**config.mk**
```make
export PLATFORM = sky130hd
export DESIGN_NAME = vec_mul_ctrl
export DESIGN_NICKNAME = d
export VERILOG_FILES = /design/src/rtl/vec_mul_pkg.sv /design/src/rtl/valid_delay.sv /design/src/rtl/vec_mul_ctrl.sv
export SDC_FILE = /design/constraint.sdc
export NUM_CORES = 1
export LEC_CHECK = 0
export CAP_MARGIN = 20
export CORE_UTILIZATION = 49
export DETAILED_ROUTE_END_ITERATION = 12
export HOLD_SLACK_MARGIN = 0.08
export PLACE_DENSITY = 0.81
export REMOVE_ABC_BUFFERS = 1
export SYNTH_ARGS = -nofsm -noshare
export SYNTH_HDL_FRONTEND = slang
export SYNTH_SLANG_ARGS = --single-unit
```
**constraint.sdc**
```tcl
create_clock -name clk -period 3.67 [get_ports clk]
set_clock_uncertainty 0.1 [all_clocks]
set_input_delay 1.101 -clock clk [delete_from_list [all_inputs] [get_ports clk]]
set_output_delay 1.101 -clock clk [all_outputs]
set_load 0.05 [all_outputs]
```
**src/rtl/vec_mul_pkg.sv**
```systemverilog
// Shared types and default parameters for the vector-multiplier array sequencer.
package vec_mul_pkg;

    typedef enum logic [2:0] {
        ST_IDLE,
        ST_LOAD,
        ST_LOAD_FLUSH,
        ST_RUN,
        ST_DRAIN
    } state_t;

    localparam int N_ROWS_DEF   = 64;
    localparam int ADDR_BW_DEF  = 6;
    localparam int PIPE_LAT_DEF = 2;
    localparam int LEN_BW_DEF   = 16;

    // Weight-memory read latency in cycles; sets the depth of the reload strobe pipeline.
    localparam int MEM_RD_LAT   = 1;

endpackage

```
**src/rtl/valid_delay.sv**
```systemverilog
// Fixed-depth shift register with synchronous clear; delays a single valid bit by DEPTH cycles.
module valid_delay #(
    parameter int DEPTH = 2
) (
    input  logic clk,
    input  logic clr,
    input  logic din,
    output logic dout
);

    logic [DEPTH-1:0] sr;

    // NOTE: sequential state is always written with <= so every stage samples the pre-edge value.
    always_ff @(posedge clk) begin
        if (clr) begin
            sr <= '0;
        end else begin
            sr[0] <= din;
            for (int i = 1; i < DEPTH; i++) begin
                sr[i] <= sr[i-1];
            end
        end
    end

    assign dout = sr[DEPTH-1];

endmodule

```
**src/rtl/vec_mul_ctrl.sv**
```systemverilog
// Sequencer for the weight-stationary PE array: walks weight memory for loads and
// streams input vectors for runs, tracking the array latency to flag valid outputs.
module vec_mul_ctrl
    import vec_mul_pkg::*;
#(
    parameter int N_ROWS   = N_ROWS_DEF,
    parameter int ADDR_BW  = ADDR_BW_DEF,
    parameter int PIPE_LAT = PIPE_LAT_DEF,
    parameter int LEN_BW   = LEN_BW_DEF
) (
    input  logic               clk,
    input  logic               rst,
    input  logic               cmd_load,
    input  logic               cmd_run,
    input  logic [LEN_BW-1:0]  run_len,
    output logic               busy,
    output logic               w_mem_en,
    output logic [ADDR_BW-1:0] w_mem_addr,
    output logic [N_ROWS-1:0]  weight_reload,
    input  logic               x_valid,
    output logic               x_ready,
    output logic               pe_data_en,
    output logic               y_valid,
    output logic               done
);

    localparam int                  DRAIN_BW   = (PIPE_LAT > 1) ? $clog2(PIPE_LAT) : 1;
    localparam logic [DRAIN_BW-1:0] DRAIN_LAST = DRAIN_BW'(PIPE_LAT - 1);
    localparam logic [ADDR_BW-1:0]  LAST_ROW   = ADDR_BW'(N_ROWS - 1);

    state_t              state_q, state_d;
    logic [ADDR_BW-1:0]  addr_q;
    logic [LEN_BW-1:0]   run_cnt_q;
    logic [LEN_BW-1:0]   len_q;
    logic [DRAIN_BW-1:0] drain_q;
    logic                done_q, done_d;

    logic                rl_en_q   [MEM_RD_LAT];
    logic [ADDR_BW-1:0]  rl_addr_q [MEM_RD_LAT];

    always_ff @(posedge clk) begin
        if (rst) state_q <= ST_IDLE;
        else     state_q <= state_d;
    end

    // NOTE: every always_comb output gets a default first so no path can infer a latch.
    always_comb begin
        state_d  = state_q;
        done_d   = 1'b0;
        busy     = (state_q != ST_IDLE);
        w_mem_en = (state_q == ST_LOAD);
        x_ready  = (state_q == ST_RUN) && (run_cnt_q < len_q);
        unique case (state_q)
            ST_IDLE: begin
                // The done cycle itself still blocks commands, so a new one lands the cycle after.
                if (!done_q) begin
                    if (cmd_load)     state_d = ST_LOAD;
                    else if (cmd_run) state_d = ST_RUN;
                end
            end
            ST_LOAD: begin
                if (addr_q == LAST_ROW) state_d = ST_LOAD_FLUSH;
            end
            ST_LOAD_FLUSH: begin
                state_d = ST_IDLE;
                done_d  = 1'b1;
            end
            ST_RUN: begin
                if (len_q == '0 || (pe_data_en && run_cnt_q == len_q - LEN_BW'(1)))
                    state_d = ST_DRAIN;
            end
            ST_DRAIN: begin
                if (drain_q == DRAIN_LAST) begin
                    state_d = ST_IDLE;
                    done_d  = 1'b1;
                end
            end
            default: state_d = ST_IDLE;
        endcase
    end

    assign pe_data_en = x_valid & x_ready;
    assign w_mem_addr = addr_q;
    assign done       = done_q;

    always_ff @(posedge clk) begin
        if (rst) begin
            addr_q    <= '0;
            run_cnt_q <= '0;
            len_q     <= '0;
            drain_q   <= '0;
            done_q    <= 1'b0;
        end else begin
            done_q  <= done_d;
            addr_q  <= (state_q == ST_LOAD)  ? addr_q + ADDR_BW'(1)   : '0;
            drain_q <= (state_q == ST_DRAIN) ? drain_q + DRAIN_BW'(1) : '0;
            if (state_q == ST_IDLE) begin
                run_cnt_q <= '0;
                if (state_d == ST_RUN) len_q <= run_len;
            end else if (pe_data_en) begin
                run_cnt_q <= run_cnt_q + LEN_BW'(1);
            end
        end
    end

    // Reload strobe follows the memory read by MEM_RD_LAT cycles so each row sees its own data.
    // NOTE: this is a small pipeline, not a memory array, so it is reset to keep strobes off in reset.
    always_ff @(posedge clk) begin
        if (rst) begin
            for (int i = 0; i < MEM_RD_LAT; i++) begin
                rl_en_q[i]   <= 1'b0;
                rl_addr_q[i] <= '0;
            end
        end else begin
            rl_en_q[0]   <= w_mem_en;
            rl_addr_q[0] <= addr_q;
            for (int i = 1; i < MEM_RD_LAT; i++) begin
                rl_en_q[i]   <= rl_en_q[i-1];
                rl_addr_q[i] <= rl_addr_q[i-1];
            end
        end
    end

    always_comb begin
        weight_reload = '0;
        if (rl_en_q[MEM_RD_LAT-1]) weight_reload[rl_addr_q[MEM_RD_LAT-1]] = 1'b1;
    end

    valid_delay #(
        .DEPTH (PIPE_LAT)
    ) u_y_delay (
        .clk  (clk),
        .clr  (rst),
        .din  (pe_data_en),
        .dout (y_valid)
    );

endmodule
```
==> results.py <==
metrics = {
    "floorplanning": {
        "initial_core_util_pct": 51.17,
        "num_rows": 30,
        "io_pins": 97,
        "die-area_um2": 7515,
        "core_um2": 6869,
        "die_w_um": 86.69,
        "fp.dieH_um": 86.69,
    },
    "setup_path": {
        "crit_fanout": 4,
        "slowest_delay_ns": 0.44,
        "critPathSlowestCell": "dfxtp_1",
        "start_kind": "flop",
        "critPathLaunch": "run_cnt_q[13]",
        "critPathKind": "reg -> out",
        "r2r_start": "run_cnt_q[13]",
        "cp_cell_sequence": "ha_1 -> a21o_1 -> a21o_1 -> a211o_1 -> or2_1 -> nor2_2 -> buf_12",
        "r2r_cells": 9,
        "end_kind": "primary output",
        "arrival_ns": 2.32,
        "cp.required_ns": 2.47,
        "cpMostUsedCell": "a21o_1",
    },
    "power": {
        "vdd_drop_max_v": 0.0002297,
        "cellPowerDensity_nw_per_um2": 282.6,
        "p_leak_nw": 1.631,
    },
    "yosys": {
        "ys_seq_elements": 52,
        "yosys.area.top_type": "dfxtp_1",
        "synth_edf_count": 0,
        "synth_area_um2": 3515,
        "synthCells": 456,
        "yosysWarnings": 0,
        "yosysUniqueCellTypes": 62,
        "synth_ff_type": "dfxtp_1",
        "synth_top_area_share_pct": 29.62,
        "ys_seq_area_share_pct": 29.62,
        "synthTopCellsByArea": "dfxtp_1, nor2_1, xnor2_1",
        "async_reset_ff_share_pct": 0,
        "avgSynthCellArea_um2": 7.708,
    },
    "routing": {
        "viasPerCell": 5.297,
        "postRouteAntennaNets": 0,
        "via_count": 3390,
        "dr.pass1.iters": 4,
        "drtIter0Drc": 112,
        "routedWlPerCell_um": 13.72,
        "drt-total-wl_um": 8779,
        "drc": 0,
    },
    "sta": {
        "period_share_pct": 95.88,
        "fin_crit_ns": 3.519,
        "finalSetupTns_ns": 0,
        "whs_ns": 0.3482,
        "worstMarginPinSlew_ns": 0.6117,
        "setup_violations": 0,
        "rsz0062_at_grt": "false",
        "max-slew-margin-rel_pct": 59.10,
        "slew_viol_final": 0,
        "hold_viol": 0,
        "fmax_mhz": 284.2,
    },
    "layout": {
        "multiInputGateArea_um2": 2283,
        "antenna_cells": 0,
        "syn_to_final_growth_pct": 33.32,
        "nets": 583,
        "fillers": 545,
        "final_cell_mix": "clkdlybuf4s50_1, nor2_1, nand2_1",
        "layout_commonest_cell": "clkdlybuf4s50_1",
        "drive_gt1_share_pct": 8.640,
        "regArea_um2": 1042,
    },
    "grt": {
        "grt_first_pass_wirelength_um": 14970,
        "gr-total-overflow": 0,
        "grtUsageTotal_pct": 24.85,
        "antenna_found_initial": 0,
        "grt_pass1_vias": 3178,
        "grt_max_degree": 22,
    },
    "clock_network": {
        "clk_pin_slew_ns": 0.09,
        "holdBufCountCts": 0,
        "cts.sinks": 52,
        "cts_tree": "done",
        "cts.path.max_buffers": 2,
        "cts-buffers-inserted": 5,
        "cts_setup_buffers": 0,
        "cts_max_level": 2,
        "cts_root_buf": "clkbuf_8",
        "clk_latency_ns": 0.30,
    },
    "min_path": {
        "hp-start": "u_y_delay.sr[0]",
        "hold_path_class": "reg -> reg",
        "worst_hold_path.num_cells": 1,
    },
    "flow_run": {
        "maxCapViolCount": 0,
    },
    "placement": {
        "dp.final_hpwl_um": 6828,
        "gp_congestion": 0.8304,
        "portBuffers": 96,
    },
    "status": {
        "status": "finished clean",
    },
}
==> critical path, delay by kind of cell, from the launching register on <==
kind            cells  cell delay, ns
compound gates      3            0.70
fa+ha+maj           1            0.28
buf+inv             1            0.17
flops               1            0.44
simple gates        2            0.45
==> layer usage <==
metal / global-route usage (%) / routed length, um / up-vias
met3: 3.429 / 393 / 14
met1: 32.23 / 3997 / 1548
met2: 43.15 / 4250 / 100
met5: 0 / 0 / -
li1: - / - / 1728
met4: 6.970 / 137 / 0
==> registers in the layout (all words and copies together) (netlist names) <==
name and count:
u_y_delay.sr 2, drain_q 1, len_q 16, w_mem_addr 6
rl_addr_q 6, done 1, run_cnt_q 16, state_q 3
rl_en_q 1
==> cells in the mapped netlist, drive strengths merged (4+ instances only) <==
library cell	n
nand2b	6
nor4b	5
nand2	53
nor2b	13
xnor2	29
and3	9
nor3b	4
dfxtp	52
nand3b	5
nor2	92
ha	19
inv	20
or3	5
clkbuf	18
buf	6
nor3	12
a21oi	26
xor2	7
a21o	4
nor4	8
nand3	18
nand4	8
==> logic make-up (layout without fill, tap and decap cells) <==
logic type | count (synthesis) | after routing | share of synthesized area, %
simple gates | 250 | 250 | 37.99
compound gates | 53 | 53 | 10.61
flops | 52 | 52 | 29.62
buf+inv | 44 | 132 | 5.482
xor+xnor | 36 | 36 | 8.971
fa+ha+maj | 19 | 19 | 6.764
mux | 2 | 2 | 0.5696
==> per-stage QoR <==
stage	cells	power (mW)	area (um2)	setup WS (ns)	utilization [%]
final	640	1.324	4686	0.1514	68.21
after global routing	640	1.395	4686	0.002977	68.21
after CTS	640	1.331	4679	0.1041	68.12
after detailed placement	632	0.9210	4558	0.2531	66.36
after global placement	632	0.9153	4558	0.2505	66.36
after floorplan	432	0.8263	3397	0.1316	-
==> final cells by class <==
cell class,instances,area share (%)
multi-input combinational,360,48.73
timing repair buffer,104,22.27
sequential,52,22.24
tap,96,2.563
clock buffer,6,1.762
inverter,20,1.602
clock inverter,2,0.8278
==> worst paths after layout <==
path | end | slack, ns
worst max-delay path | pe_data_en | 0.15
worst min-delay path | u_y_delay.sr[1] | 0.35
worst max register to register | run_cnt_q[12] | 0.96
worst min register to register | u_y_delay.sr[1] | 0.35
==> where the power goes <==
part | total, mW | leakage (nW) | switching [mW] | internal [mW]
Combinational | 0.306 | 1.15 | 0.172 | 0.134
Clock | 0.412 | 0.0614 | 0.189 | 0.223
Sequential | 0.606 | 0.421 | 0.0262 | 0.580
Total | 1.32 | 1.63 | 0.387 | 0.937
==> repair_timing <==
item / 4_1_cts / 5_1_grt
endpoints found under the hold margin: 0 / 0
resized for setup: 0 / 3
endpoints found under the setup margin: 0 / 3
Note: power is estimated with default switching activity, not from simulation.
